<file path="src/rtl/id_ex_decode_stage.sv">
// rtl/id_ex_decode_stage.sv - instruction decode with register file, bypass, early branch/jump and ID/EX register
// Async active-low reset clears the register file, the ID/EX register and the bubble counter.
module id_ex_decode_stage #(
   parameter int DATA_W     = 32,
   parameter int PC_W       = 10,
   parameter int REG_ADDR_W = 5,
   parameter int ZERO_REG   = 1,
   parameter int COUNT_W    = 16
) (
   input  logic                  clk,
   input  logic                  reset,
   input  logic                  in_valid,
   input  logic [PC_W-1:0]       in_pc_plus4,
   input  logic [31:0]           in_instr,
   input  logic                  stall,
   input  logic                  flush,
   input  logic                  wb_we,
   input  logic [REG_ADDR_W-1:0] wb_addr,
   input  logic [DATA_W-1:0]     wb_data,
   output logic                  id_ready,
   output logic                  branch_taken,
   output logic [PC_W-1:0]       branch_address,
   output logic                  jump,
   output logic [PC_W-1:0]       jump_address,
   output logic                  ex_valid,
   output logic [DATA_W-1:0]     ex_reg1,
   output logic [DATA_W-1:0]     ex_reg2,
   output logic [DATA_W-1:0]     ex_imm,
   output logic [REG_ADDR_W-1:0] ex_dest,
   output logic                  ex_mem_to_reg,
   output logic                  ex_mem_read,
   output logic                  ex_mem_write,
   output logic                  ex_alu_src,
   output logic                  ex_reg_write,
   output logic [1:0]            ex_alu_op,
   output logic [COUNT_W-1:0]    bubble_cnt
);
   localparam int NREGS = 2 ** REG_ADDR_W;

   logic [DATA_W-1:0]     r_regs [NREGS];
   logic [5:0]            w_opcode;
   logic [REG_ADDR_W-1:0] w_rs_addr, w_rt_addr, w_rd_addr, w_dest;
   logic [DATA_W-1:0]     w_reg1, w_reg2, w_imm;
   logic                  w_rs_zero, w_rt_zero, w_wb_ok, w_bubble, w_go;
   logic                  w_reg_dst, w_branch, w_jump, w_mem_to_reg, w_mem_read;
   logic                  w_mem_write, w_alu_src, w_reg_write;
   logic [1:0]            w_alu_op;

   logic                  r_ex_valid, r_mem_to_reg, r_mem_read, r_mem_write, r_alu_src, r_reg_write;
   logic [1:0]            r_alu_op;
   logic [DATA_W-1:0]     r_reg1, r_reg2, r_imm;
   logic [REG_ADDR_W-1:0] r_dest;
   logic [COUNT_W-1:0]    r_bubble_cnt;

   assign w_opcode  = in_instr[31:26];
   assign w_rs_addr = REG_ADDR_W'(in_instr[25:21]);
   assign w_rt_addr = REG_ADDR_W'(in_instr[20:16]);
   assign w_rd_addr = REG_ADDR_W'(in_instr[15:11]);
   assign w_imm     = {{(DATA_W-16){in_instr[15]}}, in_instr[15:0]};
   assign w_dest    = w_reg_dst ? w_rd_addr : w_rt_addr;

   always_comb begin
      w_reg_dst    = 1'b0;
      w_branch     = 1'b0;
      w_jump       = 1'b0;
      w_mem_to_reg = 1'b0;
      w_mem_read   = 1'b0;
      w_mem_write  = 1'b0;
      w_alu_src    = 1'b0;
      w_reg_write  = 1'b0;
      w_alu_op     = 2'b00;
      case (w_opcode)
         6'h00: begin w_reg_dst = 1'b1; w_reg_write = 1'b1; w_alu_op = 2'b10; end
         6'h23: begin w_alu_src = 1'b1; w_mem_to_reg = 1'b1; w_mem_read = 1'b1; w_reg_write = 1'b1; end
         6'h2B: begin w_alu_src = 1'b1; w_mem_write = 1'b1; end
         6'h04: begin w_branch = 1'b1; w_alu_op = 2'b01; end
         6'h08: begin w_alu_src = 1'b1; w_reg_write = 1'b1; end
         6'h02: w_jump = 1'b1;
         default: ;
      endcase
   end

   // Hardwired zero register wins over the bypass so a WB to $0 is never visible.
   assign w_rs_zero = (ZERO_REG != 0) && (w_rs_addr == '0);
   assign w_rt_zero = (ZERO_REG != 0) && (w_rt_addr == '0);
   assign w_reg1    = w_rs_zero ? '0 : (wb_we && wb_addr == w_rs_addr) ? wb_data : r_regs[w_rs_addr];
   assign w_reg2    = w_rt_zero ? '0 : (wb_we && wb_addr == w_rt_addr) ? wb_data : r_regs[w_rt_addr];
   assign w_wb_ok   = wb_we && !((ZERO_REG != 0) && (wb_addr == '0));

   assign w_bubble       = stall | flush;
   assign w_go           = in_valid & ~w_bubble;
   assign id_ready       = ~stall;
   assign branch_taken   = w_branch & (w_reg1 == w_reg2) & w_go;
   assign branch_address = in_pc_plus4 + {w_imm[PC_W-3:0], 2'b00};
   assign jump           = w_jump & w_go;
   assign jump_address   = {in_instr[PC_W-3:0], 2'b00};

   always_ff @(posedge clk or negedge reset) begin
      if (!reset) begin
         for (int i = 0; i < NREGS; i++) r_regs[i] <= '0;
      end else if (w_wb_ok) begin
         r_regs[wb_addr] <= wb_data;
      end
   end

   // Bubbles clear only valid and controls; operand fields keep their last value.
   always_ff @(posedge clk or negedge reset) begin
      if (!reset) begin
         r_ex_valid   <= 1'b0;
         r_reg1       <= '0;
         r_reg2       <= '0;
         r_imm        <= '0;
         r_dest       <= '0;
         r_mem_to_reg <= 1'b0;
         r_mem_read   <= 1'b0;
         r_mem_write  <= 1'b0;
         r_alu_src    <= 1'b0;
         r_reg_write  <= 1'b0;
         r_alu_op     <= 2'b00;
      end else if (w_bubble) begin
         r_ex_valid   <= 1'b0;
         r_mem_to_reg <= 1'b0;
         r_mem_read   <= 1'b0;
         r_mem_write  <= 1'b0;
         r_alu_src    <= 1'b0;
         r_reg_write  <= 1'b0;
         r_alu_op     <= 2'b00;
      end else begin
         r_ex_valid   <= in_valid;
         r_reg1       <= w_reg1;
         r_reg2       <= w_reg2;
         r_imm        <= w_imm;
         r_dest       <= w_dest;
         r_mem_to_reg <= in_valid & w_mem_to_reg;
         r_mem_read   <= in_valid & w_mem_read;
         r_mem_write  <= in_valid & w_mem_write;
         r_alu_src    <= in_valid & w_alu_src;
         r_reg_write  <= in_valid & w_reg_write;
         r_alu_op     <= in_valid ? w_alu_op : 2'b00;
      end
   end

   always_ff @(posedge clk or negedge reset) begin
      if (!reset) begin
         r_bubble_cnt <= '0;
      end else if (w_bubble && (r_bubble_cnt != {COUNT_W{1'b1}})) begin
         r_bubble_cnt <= r_bubble_cnt + COUNT_W'(1);
      end
   end

   assign ex_valid      = r_ex_valid;
   assign ex_reg1       = r_reg1;
   assign ex_reg2       = r_reg2;
   assign ex_imm        = r_imm;
   assign ex_dest       = r_dest;
   assign ex_mem_to_reg = r_mem_to_reg;
   assign ex_mem_read   = r_mem_read;
   assign ex_mem_write  = r_mem_write;
   assign ex_alu_src    = r_alu_src;
   assign ex_reg_write  = r_reg_write;
   assign ex_alu_op     = r_alu_op;
   assign bubble_cnt    = r_bubble_cnt;
endmodule

</file>
<file path="config.mk">
export PLATFORM = sky130hd
export DESIGN_NAME = id_ex_decode_stage
export DESIGN_NICKNAME = d
export VERILOG_FILES = /design/src/rtl/id_ex_decode_stage.sv
export SDC_FILE = /design/constraint.sdc
export NUM_CORES = 2
export LEC_CHECK = 0
export BUFFER_PORTS_ARGS = -buffer_cell sky130_fd_sc_hd__buf_4
export CORE_ASPECT_RATIO = 0.8
export CORE_MARGIN = 2
export CORE_UTILIZATION = 67
export DETAILED_ROUTE_END_ITERATION = 7
export PLACE_DENSITY = 0.84
export SYNTH_ARGS = -nofsm -noshare
export SYNTH_HDL_FRONTEND = slang
export SYNTH_SLANG_ARGS = --single-unit
</file>
<file path="constraint.sdc">
create_clock -name clk -period 8.7 [get_ports clk]
set_input_delay 1.74 -clock clk [delete_from_list [all_inputs] [get_ports clk]]
set_output_delay 1.74 -clock clk [all_outputs]
set_load 0.03 [all_outputs]
</file>
==> Word level (Yosys, flattened, before mapping) <==
Cells that the tools add are included.
{ "totals": {"register_bits": 1132, "input_bits": 85, "output_inout_bits": 148, "elab_cells": 113} }
{ "op_classes": {"add_sub_neg": 2, "magnitude_cmp": 4, "eq_ne": 9, "mux": 29, "bitwise_logic": 14, "reduce_logical": 12} }
{ "ops": {"columns": ["op", "n"], "rows": [
  ["bitwise mux 1024 bit", 1],
  ["binary-select mux 32 bit (select 5 bit)", 2],
  ["2-to-1 mux 32 bit", 9],
  ["demux 32 bit (select 5 bit)", 1],
  ["== test 32 bit", 1],
  ["greater-or-equal comparator 6 bit, second input constant", 3],
  ["inverter 5 -> 6 bit", 3],
  ["adder 16 x 1 -> 16 bit, second input constant", 1],
  ["inequality test 16 bit, second input constant", 1],
  ["logical NOT 5 bit", 3],
  ["== test 6 bit, second input constant", 2],
  ["2-to-1 mux 1 bit", 12],
  ["adder 10 bit", 1],
  ["== test 5 bit", 2],
  ["bitwise AND 1 bit", 8],
  ["== test 6 x 2 -> 1 bit, second input constant", 1],
  ["== test 6 x 3 -> 1 bit, second input constant", 1],
  ["== test 6 x 4 -> 1 bit, second input constant", 1],
  ["logical NOT 6 bit", 1],
  ["less-than comparator 6 x 1 -> 1 bit, second input constant", 1],
  ["OR reduction 3 bit", 2],
  ["logical AND 1 bit", 5],
  ["2-to-1 mux 5 bit", 1],
  ["2-to-1 mux 2 bit", 2],
  ["other kinds (4)", 5]
]} }

==> Logic depth before layout (Yosys ltp) <==
{ "logic_depth": {"word_depth": 9, "depth_mapped": 14, "ltp_nobuf": 9} }

==> Least setup slack after synthesis <==
OpenSTA, ideal clock, no wires.
{ "synth_path": {"path_type": "input -> output", "start": "in in_instr[21]", "end": "out branch_taken", "arrival_ns": 4.631, "required_time_ns": 6.960, "setup_slack_ns": 2.329, "cell_stages": 12, "n_path_buf": 4, "cell_sequence": "buf_6 -> buf_4 -> buf_4 -> buf_2 -> mux4_2 -> a22oi_1 -> nand2_1 -> a32o_1 -> a21oi_1 -> xnor2_1 -> nand4_1 -> nor4_2"} }
{ "synth_between": {"elab_chain_cells": 9, "word_cells_on_any_way": 12, "classes_between": "eq/ne (2); mux (5); bitwise (3); reduce/logical (2)"} }
{ "synth_lines": {"columns": ["element", "line_no", "rtl"], "rows": [
  ["from (decl)", "14", "input logic [31:0] in_instr,"],
  ["inverter 5 -> 6 bit (not written as such)", "86", "assign w_reg1 = w_rs_zero ? '0 : (wb_we && wb_addr == w_rs_addr) ? wb_data : r_regs[w_rs_addr];"],
  ["binary-select mux 32 bit (select 5 bit)", "86", null],
  ["2-to-1 mux 32 bit (not written as such) (2 in series)", "86", null],
  ["2-to-1 mux 32 bit", "86", null],
  ["2-to-1 mux 32 bit (*)", "86", null],
  ["== test 32 bit (*)", "93", "assign branch_taken = w_branch & (w_reg1 == w_reg2) & w_go;"],
  ["bitwise AND 1 bit (*) (2 in series)", "93", null],
  ["to (decl)", "21", "output logic branch_taken,"]
]} }
Mark *: on every way between the ends. The rest lies on a longest branch, timed or not. The select of a mux whose other input is x is not followed.

==> Worst setup path in the final report <==
{ "layout_path": {"start": "in in_instr[23]", "end": "out branch_taken"} }
Same word-level chain as after synthesis.

==> reports/summary.txt <==
Remaining DRCs: 0
Simple-Gate Fraction of Synth Area: 0.0329
EDFF count, synth: 0
hold slack final: 0.394 ns
Post-DP HPWL: 115,000 µm
Post-CTS Hold Buffers: 0
Hold Crit Start: r_regs[1008]$_DFFE_PN0P_
global-route wire length before repair: 279,000 µm
Max-cap violations: 0
die width: 339 µm
row count: 98
largest family of logic cells by synthesized area: multiplexers
PostCTS Resize Cnt: 0
CP dominant cell by count: buf_4
unrepaired setup endpoints after global routing: no
Antenna Nets Post-Route: 0
sequential share of the synthesized area: 0.470
Power Dens Cells: 241 nW/µm²
Mapped Cells: 4,092
CP startpoint kind: input pin
placer congestion estimate: 0.918
DP Worst Slack: 0.730 ns
Pre-antenna DRT Iters: 6
Clock Pin Slew Worst Setup and Hold Paths: 0.06 ns
gr usage total: 0.416
Mean Syn Cell Area: 14.7 µm²
IO buf count: 226
clk buf depth: 3
fmax: 121 MHz
Worst Hold End: r_regs[1008]$_DFFE_PN0P_
skew final: 0.0370 ns
I/O pins: 233
Final period util: 0.947
Final #Nets: 4,184
mapped cell area: 60,200 µm²
largest net degree at the start of global routing: 175
Synth Area in Compound Gates: 0.0400
hold crit path type: register to register
via count: 41.1k
total die area: 92,300 µm²
CTS tree: done
H-tree depth: 3
mux cell area share after synthesis: 0.404
worst vdd ir: 0.000161 V
fin crit period: 8.23 ns
crit-path leading delay family: simple AND/OR/NAND/NOR gates
worst path required time: 6.96 ns
Fin Setup TNS: 0 ns
initial antenna violation count: 12
Yosys reg bits: 1,132
CTS root buf: clkbuf_16
CP arrival: 6.49 ns
critical path endpoint category: output port
Area Growth Syn to Fin: 10.0%
Core Box Area: 89,100 µm²
Total Power: 0.0159 W
Max transition margin: 0.102
Post-Synth XOR/XNOR Area: 0.00931
final hold vios: 0
total clock sinks: 1,132
number of buffers created by CTS: 110
CP max FO: 48
yosys warns: 0
Async SR Flop Fraction: 1.00
DRT iter0 DRCs: 6,369
layout cells sized above 1: 0.511
worst slew pin tran: 1.34 ns
critical path buffer and inverter count: 5
Filler cells: 5,220
WL per Instance: 35.3 µm
crit-path cells: buf_4, buf_12, or2_2, nor4_2, nor3_4, buf_4, a222oi_1, xor2_1, nor4_1, buf_4, nand4_1, nor4_2, buf_4
worst r2r path cells: 7
RR Endpoint: ex_reg2[8]$_DFFE_PN0P_
CP max-delay cell: nor4_2
gr ovfl total: 0
Max Slew Vio Count: 0
starting density of the core: 0.675
flop2flop setup slack: 5.78 ns
Via density: 7.62
reg-to-reg startpoint: r_regs[520]$_DFFE_PN0P_
Worst Hold Depth: 0
final setup violation count: 0
final wirelength: 190,000 µm
Crit path largest cell delay: 0.96 ns
outcome: finished, final reports clean
Final WS setup: 0.465 ns
Setup CP Type: input pin to output port
postcts setup bufs: 0
Leak: 29.0 nW
vias in the first global route: 41.4k
Synth Area in Adders: 0.00199
worst skew pair latency: 0.73 ns
most common flop cell mapped by yosys: dfrtp_1
Synth cell types: 87
Die Y: 272 µm
==> per-layer routing <==
metal | part of all wire | global-route usage | up-vias
li1 | - | - | 15600
met1 | 0.35 | 0.559 | 21300
met2 | 0.43 | 0.588 | 3401
met3 | 0.15 | 0.168 | 821
met4 | 0.064 | 0.222 | 8
met5 | 0.00025 | 0.00203 | -
==> cell usage after synthesis (all sizes together), types with 4 or more instances <==
master	count	share of area
dfrtp	1132	0.47
mux2	1015	0.19
mux4	518	0.19
buf	232	0.026
clkbuf	229	0.014
nand2	197	0.012
mux2i	120	0.020
o21ai	83	0.0070
a22oi	57	0.0071
nor2	57	0.0037
a21oi	56	0.0047
xnor2	42	0.0061
a211oi	34	0.0042
nor3	25	0.0022
nor2b	23	0.0025
xor2	22	0.0032
o22ai	21	0.0022
a32oi	17	0.0032
inv	17	0.0011
a221oi	16	0.0024
nor4	14	0.0018
and3	12	0.0012
nand3	11	0.00091
nand2b	10	0.0010
nand4	10	0.0012
nor3b	10	0.0015
o211ai	10	0.0012
a22o	9	0.0013
ha	8	0.0017
or3	8	0.00091
a2bb2oi	7	0.0011
or2	7	0.00073
and2	6	0.00062
a211o	5	0.00073
nand3b	5	0.00062
a21o	4	0.00050
a221o	4	0.00066
==> metrics by stage <==
step | std cells | area (µm²) | utilization
floorplan | 4093 | 60200 | -
global placement | 5178 | 62300 | 0.699
detailed placement | 5178 | 62300 | 0.699
CTS | 5386 | 66200 | 0.743
global route | 5394 | 66200 | 0.743
finish | 5397 | 66200 | 0.743
==> kinds of logic after synthesis <==
| logic type | after synthesis |
|---|---|
| mux | 1653 |
| flops | 1132 |
| buf+inv | 479 |
| simple gates | 406 |
| compound gates | 348 |
| xor+xnor | 64 |
| fa+ha+maj | 9 |
| other cells | 1 |
==> final cells by class <==
class,count,area [µm²],share of cell area
sequential,1132,28300,0.428
multi-input combinational,2482,29600,0.447
tap,1200,1500,0.0227
clock inverter,56,751,0.0113
timing repair buffer,346,2800,0.0423
antenna,11,27.5,0.000416
inverter,18,70.1,0.00106
clock buffer,152,3170,0.0479
==> flip-flops by register name, summed over array words and instances (netlist names) <==
signal	count
ex_valid	1
ex_mem_read	1
ex_alu_src	1
ex_reg2	32
ex_dest	5
ex_imm	16
r_regs	1024
ex_mem_write	1
ex_reg1	32
bubble_cnt	16
ex_reg_write	1
ex_alu_op	2
==> power by group <==
| part | switching, W | total [W] | internal (W) |
|---|---|---|---|
| Combinational | 0.00166 | 0.00361 | 0.00195 |
| Clock | 0.00217 | 0.00523 | 0.00306 |
| Sequential | 0.000839 | 0.00710 | 0.00626 |
| Total | 0.00467 | 0.0159 | 0.0113 |
==> layout by cell type, fill, tap and decap left out, drive strengths merged, types with 8 or more instances in the layout <==
cell type  count
a22o           9
or3            8
nand2b        10
diode         11
bufinv        17
xor2          22
nand2        197
a32oi         17
a21oi         56
clkinv        31
mux4         518
clkbuf       153
inv           21
nor2          57
nand4         10
ha             8
a211oi        34
buf          345
a221oi        16
o21ai         83
dfrtp       1132
mux2        1015
nand3         11
xnor2         42
nor3          25
mux2i        120
a22oi         57
o211ai        10
nor2b         23
and3          12
nor4          14
nor3b         10
o22ai         21
==> worst max-delay path by stage <==
stage | start | endpoint | slack, ns | depth (start not counted)
2_1_floorplan | in_instr[21] | branch_taken | 2.33 | 12
3_3_place_gp | in_instr[23] | branch_taken | 0.63 | 13
3_5_place_dp | in_instr[23] | branch_taken | 0.73 | 13
4_1_cts | in_instr[23] | branch_taken | 0.69 | 13
5_1_grt | in_instr[21] | branch_taken | 0.50 | 13
6_report | in_instr[23] | branch_taken | 0.47 | 13
==> worst register-to-register path, cell delays in order, from the launching register on <==
cell and delay (ns):
dfrtp_1 0.40, mux4_2 0.48, mux2i_1 0.55, o22ai_1 0.15
a21oi_1 0.40, nand3_1 0.13, o211ai_1 0.46, o21ai_0 0.19
(Power assumes the default switching activity.)
